## config.mk

```make
export PLATFORM = sky130hd
export DESIGN_NAME = srt_div_ctrl
export DESIGN_NICKNAME = d
export VERILOG_FILES = /design/src/rtl/srt_div_ctrl.sv
export SDC_FILE = /design/constraint.sdc
export NUM_CORES = 1
export LEC_CHECK = 0
export CAP_MARGIN = 20
export CORE_AREA = 2 2 141 143
export DETAILED_ROUTE_END_ITERATION = 7
export DIE_AREA = 0 0 143 145
export GPL_ROUTABILITY_DRIVEN = 0
export PLACE_DENSITY = 0.79
export RECOVER_POWER = 25
export SYNTH_ARGS = -nofsm -noshare
export SYNTH_HDL_FRONTEND = slang
export SYNTH_SLANG_ARGS = --single-unit
```

## constraint.sdc

```tcl
create_clock -name clk -period 3.3 [get_ports clk]
set_input_delay 0.66 -clock clk [delete_from_list [all_inputs] [get_ports clk]]
set_output_delay 0.66 -clock clk [all_outputs]
set_load 0.02 [all_outputs]
```

## src/rtl/srt_div_ctrl.sv

```systemverilog
// Sequencing controller for the radix-4 SRT divider (RV32M DIV/DIVU/REM/REMU).
// Handles sign conversion, divide-by-zero and signed-overflow shortcuts, and iteration sequencing.
module srt_div_ctrl #(
  parameter int unsigned DW = 32,
  parameter int unsigned CW = DW / 2
) (
  input  logic          clk,
  input  logic          rst_n,
  input  logic          flush,
  input  logic          in_valid,
  output logic          in_ready,
  input  logic [1:0]    in_op,
  input  logic [DW-1:0] in_a,
  input  logic [DW-1:0] in_b,
  output logic          pp_start,
  output logic [DW-1:0] pp_dividend,
  output logic [DW-1:0] pp_divisor,
  input  logic [CW-1:0] pp_iterations,
  input  logic [CW-1:0] pp_recovery,
  output logic          iter_load,
  output logic          iter_en,
  output logic          fix_en,
  output logic [CW-1:0] fix_shift,
  input  logic [DW-1:0] q_mag,
  input  logic [DW-1:0] r_mag,
  output logic          out_valid,
  input  logic          out_ready,
  output logic [DW-1:0] out_result
);

  typedef enum logic [2:0] {
    S_IDLE,
    S_PRE,
    S_ITER,
    S_FIX,
    S_DONE
  } state_t;

  localparam logic [DW-1:0] INT_MIN = {1'b1, {(DW-1){1'b0}}};

  state_t        r_state;
  state_t        w_next;
  logic          r_in_ready;
  logic          r_pp_start;
  logic          r_iter_load;
  logic          r_iter_en;
  logic          r_fix_en;
  logic          r_out_valid;
  logic [DW-1:0] r_pp_dividend;
  logic [DW-1:0] r_pp_divisor;
  logic [DW-1:0] r_result;
  logic [CW-1:0] r_cnt;
  logic [CW-1:0] r_recovery;
  logic          r_is_rem;
  logic          r_neg_q;
  logic          r_neg_r;

  logic          w_accept;
  logic          w_signed;
  logic          w_sign_a;
  logic          w_sign_b;
  logic [DW-1:0] w_abs_a;
  logic [DW-1:0] w_abs_b;
  logic          w_div_zero;
  logic          w_ovf;
  logic          w_special;
  logic [DW-1:0] w_special_res;
  logic [DW-1:0] w_fix_res;

  // Operand decode and shortcut results, evaluated on the offered operation
  always_comb begin
    w_accept      = (r_state == S_IDLE) && in_valid && !flush;
    w_signed      = ~in_op[0];
    w_sign_a      = w_signed & in_a[DW-1];
    w_sign_b      = w_signed & in_b[DW-1];
    w_abs_a       = w_sign_a ? DW'(~in_a + DW'(1)) : in_a;
    w_abs_b       = w_sign_b ? DW'(~in_b + DW'(1)) : in_b;
    w_div_zero    = (in_b == '0);
    w_ovf         = w_signed && (in_a == INT_MIN) && (&in_b);
    w_special     = w_div_zero || w_ovf;
    if (w_div_zero) begin
      w_special_res = in_op[1] ? in_a : '1;
    end else begin
      w_special_res = in_op[1] ? '0 : INT_MIN;
    end
    if (r_is_rem) begin
      w_fix_res = r_neg_r ? DW'(~r_mag + DW'(1)) : r_mag;
    end else begin
      w_fix_res = r_neg_q ? DW'(~q_mag + DW'(1)) : q_mag;
    end
  end

  // Next-state logic; flush overrides everything
  always_comb begin
    w_next = r_state;
    case (r_state)
      S_IDLE: if (in_valid) w_next = w_special ? S_DONE : S_PRE;
      S_PRE:  w_next = S_ITER;
      S_ITER: if (r_cnt == CW'(1)) w_next = S_FIX;
      S_FIX:  w_next = S_DONE;
      S_DONE: if (out_ready) w_next = S_IDLE;
      default: w_next = S_IDLE;
    endcase
    if (flush) w_next = S_IDLE;
  end

  // State, strobes decoded from the next state so they are registered, and datapath latches
  always_ff @(posedge clk or negedge rst_n) begin
    if (!rst_n) begin
      r_state       <= S_IDLE;
      r_in_ready    <= 1'b1;
      r_pp_start    <= 1'b0;
      r_iter_load   <= 1'b0;
      r_iter_en     <= 1'b0;
      r_fix_en      <= 1'b0;
      r_out_valid   <= 1'b0;
      r_pp_dividend <= '0;
      r_pp_divisor  <= '0;
      r_result      <= '0;
      r_cnt         <= '0;
      r_recovery    <= '0;
      r_is_rem      <= 1'b0;
      r_neg_q       <= 1'b0;
      r_neg_r       <= 1'b0;
    end else begin
      r_state     <= w_next;
      r_in_ready  <= (w_next == S_IDLE);
      r_pp_start  <= (w_next == S_PRE);
      r_iter_load <= (w_next == S_PRE);
      r_iter_en   <= (w_next == S_ITER);
      r_fix_en    <= (w_next == S_FIX);
      r_out_valid <= (w_next == S_DONE);
      if (w_accept) begin
        r_pp_dividend <= w_abs_a;
        r_pp_divisor  <= w_abs_b;
        r_is_rem      <= in_op[1];
        r_neg_q       <= w_sign_a ^ w_sign_b;
        r_neg_r       <= w_sign_a;
        if (w_special) r_result <= w_special_res;
      end
      if (r_state == S_PRE) begin
        r_cnt      <= (pp_iterations == '0) ? CW'(1) : pp_iterations;
        r_recovery <= pp_recovery;
      end
      if (r_state == S_ITER) r_cnt <= r_cnt - CW'(1);
      if (r_state == S_FIX && !flush) r_result <= w_fix_res;
    end
  end

  assign in_ready    = r_in_ready;
  assign pp_start    = r_pp_start;
  assign pp_dividend = r_pp_dividend;
  assign pp_divisor  = r_pp_divisor;
  assign iter_load   = r_iter_load;
  assign iter_en     = r_iter_en;
  assign fix_en      = r_fix_en;
  assign fix_shift   = r_recovery;
  assign out_valid   = r_out_valid;
  assign out_result  = r_result;

endmodule
```

# Word-level counts from Yosys, hierarchy flattened
# Index checks and enable logic that the tools add are counted.
# op_classes
muxes	20
add_sub_neg	5
n_eq_ne	10
bitwise_logic	8
n_reduce_logical	16
# ops
operator	n
32-bit two-way mux	11
32-bit by 1-bit adder with 32-bit output (second input constant)	4
32-bit NOT	4
16-bit two-way mux	3
32-bit equality test (second input constant)	1
32-bit logical NOT	1
32-bit AND reduction	1
16-bit by 1-bit equality test with 1-bit output (second input constant)	1
16-bit logical NOT	1
16-bit by 1-bit subtractor with 16-bit output (second input constant)	1
3-bit two-way mux	5
3-bit case mux with 5 select lines	1
3-bit by 2-bit equality test with 1-bit output (second input constant)	4
3-bit by 1-bit equality test with 1-bit output (second input constant)	2
3-bit equality test (second input constant)	2
3-bit logical NOT	2
2-bit nonzero test	3
1-bit logical AND	5
1-bit bitwise AND	2
2-bit AND reduction	1
1-bit logical NOT	1
1-bit logical OR	1
1-bit NOT	1
1-bit bitwise XOR	1
# totals
output_inout_bits	118
word_cells	73
ff_bits	139

# Longest topological paths before layout
# depth
depth_word	9
ltp_mapped	11
depth_no_buf	9

# Least setup slack after synthesis
# Ideal clock, no wire load.
# synth_path
path_type	input to register
start	input q_mag[14]
end	register r_result[27], in the netlist out_result[27]
arrival_ns	2.728
slack_ns	0.462
setup_ns	0.110
required_ns	3.190
stages	7
path_cell_list	or4_1 > or4_1 > clkbuf_1 > o41ai_1 > xnor2_1 > nor2_1 > o41ai_1
# synth_between
elab_chain_cells	5
# synth_lines
item	line	text
start, declared	24	input logic [DW-1:0] q_mag,
32-bit NOT	89	w_fix_res = r_neg_q ? DW'(~q_mag + DW'(1)) : q_mag;
32-bit by 1-bit adder with 32-bit output	89	
32-bit two-way mux	89	
32-bit two-way mux	86	if (r_is_rem) begin
32-bit two-way mux	146	if (r_state == S_FIX && !flush) r_result <= w_fix_res;
end signal, assigned	139	if (w_special) r_result <= w_special_res;
end signal, assigned	146	
end, declared	51	logic [DW-1:0] r_result;
# Every way passes these cells.
# A chain may end at the register's enable or synchronous reset.

# Worst setup path in the final report
# Same ends and word-level chain as after synthesis.

==> results by group <==
Final layout
  • # nets final: 1610
  • Layout cell share with drive strength beyond 1: 0.112
  • Most frequent cells in the layout: 283 x clkdlybuf4s50_1, 175 x nand2_1, 138 x dfrtp_1
  • Commonest non-fill, non-tap cell in the layout: clkdlybuf4s50_1
  • Final Non-Filler Cells: 1716
  • Number of fill cells: 1532
  • Area Growth Syn to Fin: 49.4%

Yosys
  • Post-synthesis register bit count: 139
  • Adder-cell share of the synthesized area: 0.00985
  • Post-synth EDFFs: 0
  • XOR/XNOR Fraction of Synth Area: 0.115
  • Synth Instances: 1083
  • Average cell area after synthesis: 8.21 um2
  • Largest family of logic cells by synthesized area: simple AND/OR/NAND/NOR gates
  • Syn Nets: 1257
  • Simple-Gate Fraction of Synth Area: 0.237
  • Post-synth top flop: dfrtp_1
  • Post-synthesis mux area share: 0.00225
  • Synthesized area: 0.00890 mm2
  • Sequential element share of the synthesized area: 0.391
  • Compound-Gate Fraction of Synth Area: 0.208
  • Synth cell types: 65
  • Yosys Warn Count: 0
  • Post-synth ARST share: 1.00

Worst setup path
  • Max incr delay on CP: 0.69 ns
  • R2r startpoint: r_cnt[0]
  • Maximum fanout along the worst path: 8
  • Crit path kind: input pin to flop
  • CP cell instances: clkdlybuf4s50_1 > or4_1 > or4_1 > o41ai_1 > xnor2_1 > nor2_1 > o41ai_1
  • Worst EP required: 3.60 ns
  • R2R Path End: r_cnt[14]
  • CP endpoint: out_result[27]
  • Critical path launch point: q_mag[14]
  • FF-to-FF setup slack: 0.56 ns
  • Type of origin of the critical path: input pin
  • Worst EP arrival: 3.43 ns
  • Crit. End Element: flop
  • R2R depth: 9
  • CP max stage cell: or4_1

Timing
  • Max-slew violation count: 0
  • Fin crit share: 0.947
  • Final worst slack: 0.175 ns
  • FMAX: 320 MHz
  • Slew headroom: 0.0858
  • Setup violations, final: 0
  • Min Tclk post-route: 3.12 ns
  • RSZ-0062 raised after global routing: false
  • Endpoints failing hold: 0
  • Skew final: 0.00615 ns
  • Worst-margin pin slew: 1.37 ns

Placement
  • Post-placement cell count: 1682
  • Pre-CTS setup slack: -0.292 ns
  • Dpl hpwl: 24200 um
  • Buffers on Ports: 284

Power and ir drop
  • Peak supply drop: 0.000376 V
  • Leak: 5.40 nW
  • Power Density: 534 mW/mm2
  • Design Power: 7.10 mW

Drt
  • DRC Markers: 0
  • Wirelength per Cell: 18.4 um
  • Post-Route WL: 31600 um
  • Routed vias: 9832
  • Antenna Nets Post-Route: 0
  • Drt via density: 5.73
  • DRT iter0 DRCs: 814
  • DR pass1 iterations: 5

Clock tree
  • Number of H-tree levels: 4
  • Clock slew at the register clock pins of the worst setup and hold paths: 0.06 ns
  • CTS sink cnt: 139
  • Cts bufs inserted: 17
  • Post-CTS Hold Buffers: 0
  • Setup Buffers After CTS: 0
  • CTS max path bufs: 2
  • Root buffer cell: clkbuf_16
  • Worst-Skew Late Latency: 0.42 ns
  • TritonCTS clock tree: yes
  • PostCTS Resize Cnt: 0

Global route
  • First-pass GRT wire length: 49500 um
  • Largest net degree at the start of global routing: 58
  • Global-route usage over all layers: 0.303
  • Global route overflow: 0
  • Vias in the first global route: 9373
  • Initial antenna violation count: 2

Run status
  • Status: completed

Die
  • Die H: 145 um
  • DIE WIDTH: 143 um
  • Placement Rows: 51
  • Starting Density: 0.463
  • I/O pins: 285
  • Core area: 0.0192 mm2
  • Total die area: 0.0207 mm2

Min path
  • Hold Path Class: flop to flop

Run
  • MaxCap Viol Count: 0
==> flip-flops by register name, indices dropped and copies added, names as in the netlist <==
| signal | flops |
|---|---|
| r_neg_r | 1 |
| out_result | 32 |
| fix_shift | 16 |
| iter_load | 1 |
| r_is_rem | 1 |
| r_cnt | 16 |
| in_ready | 1 |
| pp_dividend | 32 |
| fix_en | 1 |
| out_valid | 1 |
| iter_en | 1 |
| r_neg_q | 1 |
| pp_divisor | 32 |
| r_state | 3 |
==> power breakdown <==
group	total [mW]	switching, mW	internal, mW
clock network	2.01	0.737	1.28
logic	2.65	1.40	1.25
registers	2.44	0.322	2.12
total	7.10	2.45	4.65
==> metrics by stage <==
step,TNS (ns),utilization,instance area (um2),hold slack (ns)
finish,0,0.692,13300,0.473
global route,0,0.692,13300,0.491
CTS,0,0.693,13300,0.216
detailed placement,-4.73,0.660,12700,0.462
global placement,-2.55,0.660,12700,0.456
floorplan,0,-,8900,0.364
==> logic make-up after synthesis <==
| logic type | after synthesis |
|---|---|
| flip-flops | 139 |
| AND/OR/NAND/NOR | 439 |
| buffers and inverters | 79 |
| AO/OA/AOI/OAI | 300 |
| XOR/XNOR | 117 |
| adder cells (fa/ha/maj) | 7 |
| multiplexers | 2 |
==> layout make-up <==
| cell class | instances | area, um2 | share of cell area |
|---|---|---|---|
| Multi-Input combinational cell | 865 | 5120 | 0.385 |
| Timing Repair Buffer | 391 | 3660 | 0.275 |
| Sequential cell | 139 | 3480 | 0.262 |
| Clock buffer | 19 | 443 | 0.0333 |
| Tap cell | 265 | 332 | 0.0249 |
| Clock inverter | 13 | 174 | 0.0131 |
| Inverter | 22 | 82.6 | 0.00621 |
| Antenna cell | 2 | 5.00 | 0.000376 |
==> worst max-delay path, delay by kind of cell <==
family / cells / cell delay, ns
AO/OA/AOI/OAI: 2 / 0.84
AND/OR/NAND/NOR: 3 / 1.34
XOR/XNOR: 1 / 0.16
buffers and inverters: 1 / 0.42
==> cells in the mapped netlist (15+ instances only) <==
library cell / number / area, um2
a21oi_1: 48 / 240
a31oi_1: 23 / 144
clkbuf_1: 50 / 188
dfrtp_1: 138 / 3450
inv_1: 22 / 82.6
nand2_1: 175 / 657
nand2b_1: 15 / 93.8
nor2_1: 107 / 402
nor3_1: 21 / 105
nor4_1: 23 / 144
o21ai_0: 130 / 651
o31ai_1: 23 / 173
o41ai_1: 20 / 175
or3_1: 21 / 131
or4_1: 18 / 135
xnor2_1: 66 / 578
xor2_1: 51 / 447
==> how the worst min path moves through the flow <==
stage / startpoint / end / slack [ns] / cells after the start
after detailed placement: fix_shift[3] / fix_shift[3] / 0.46 / 2
after global routing: fix_shift[2] / fix_shift[2] / 0.49 / 2
final: fix_shift[3] / fix_shift[3] / 0.47 / 2
after CTS: rst_n / pp_divisor[29] / 0.22 / 1
after global placement: fix_shift[0] / fix_shift[0] / 0.46 / 2
after floorplan: rst_n / fix_en / 0.36 / 0
==> layer usage <==
metal / track usage / wire, um / up-vias
met5: 0 / 0 / -
met4: 0.120 / 1240 / 0
met3: 0.0571 / 2520 / 85
met2: 0.493 / 15100 / 515
met1: 0.396 / 12700 / 4641
li1: - / - / 4591
Power figures use the tool's default switching activity.
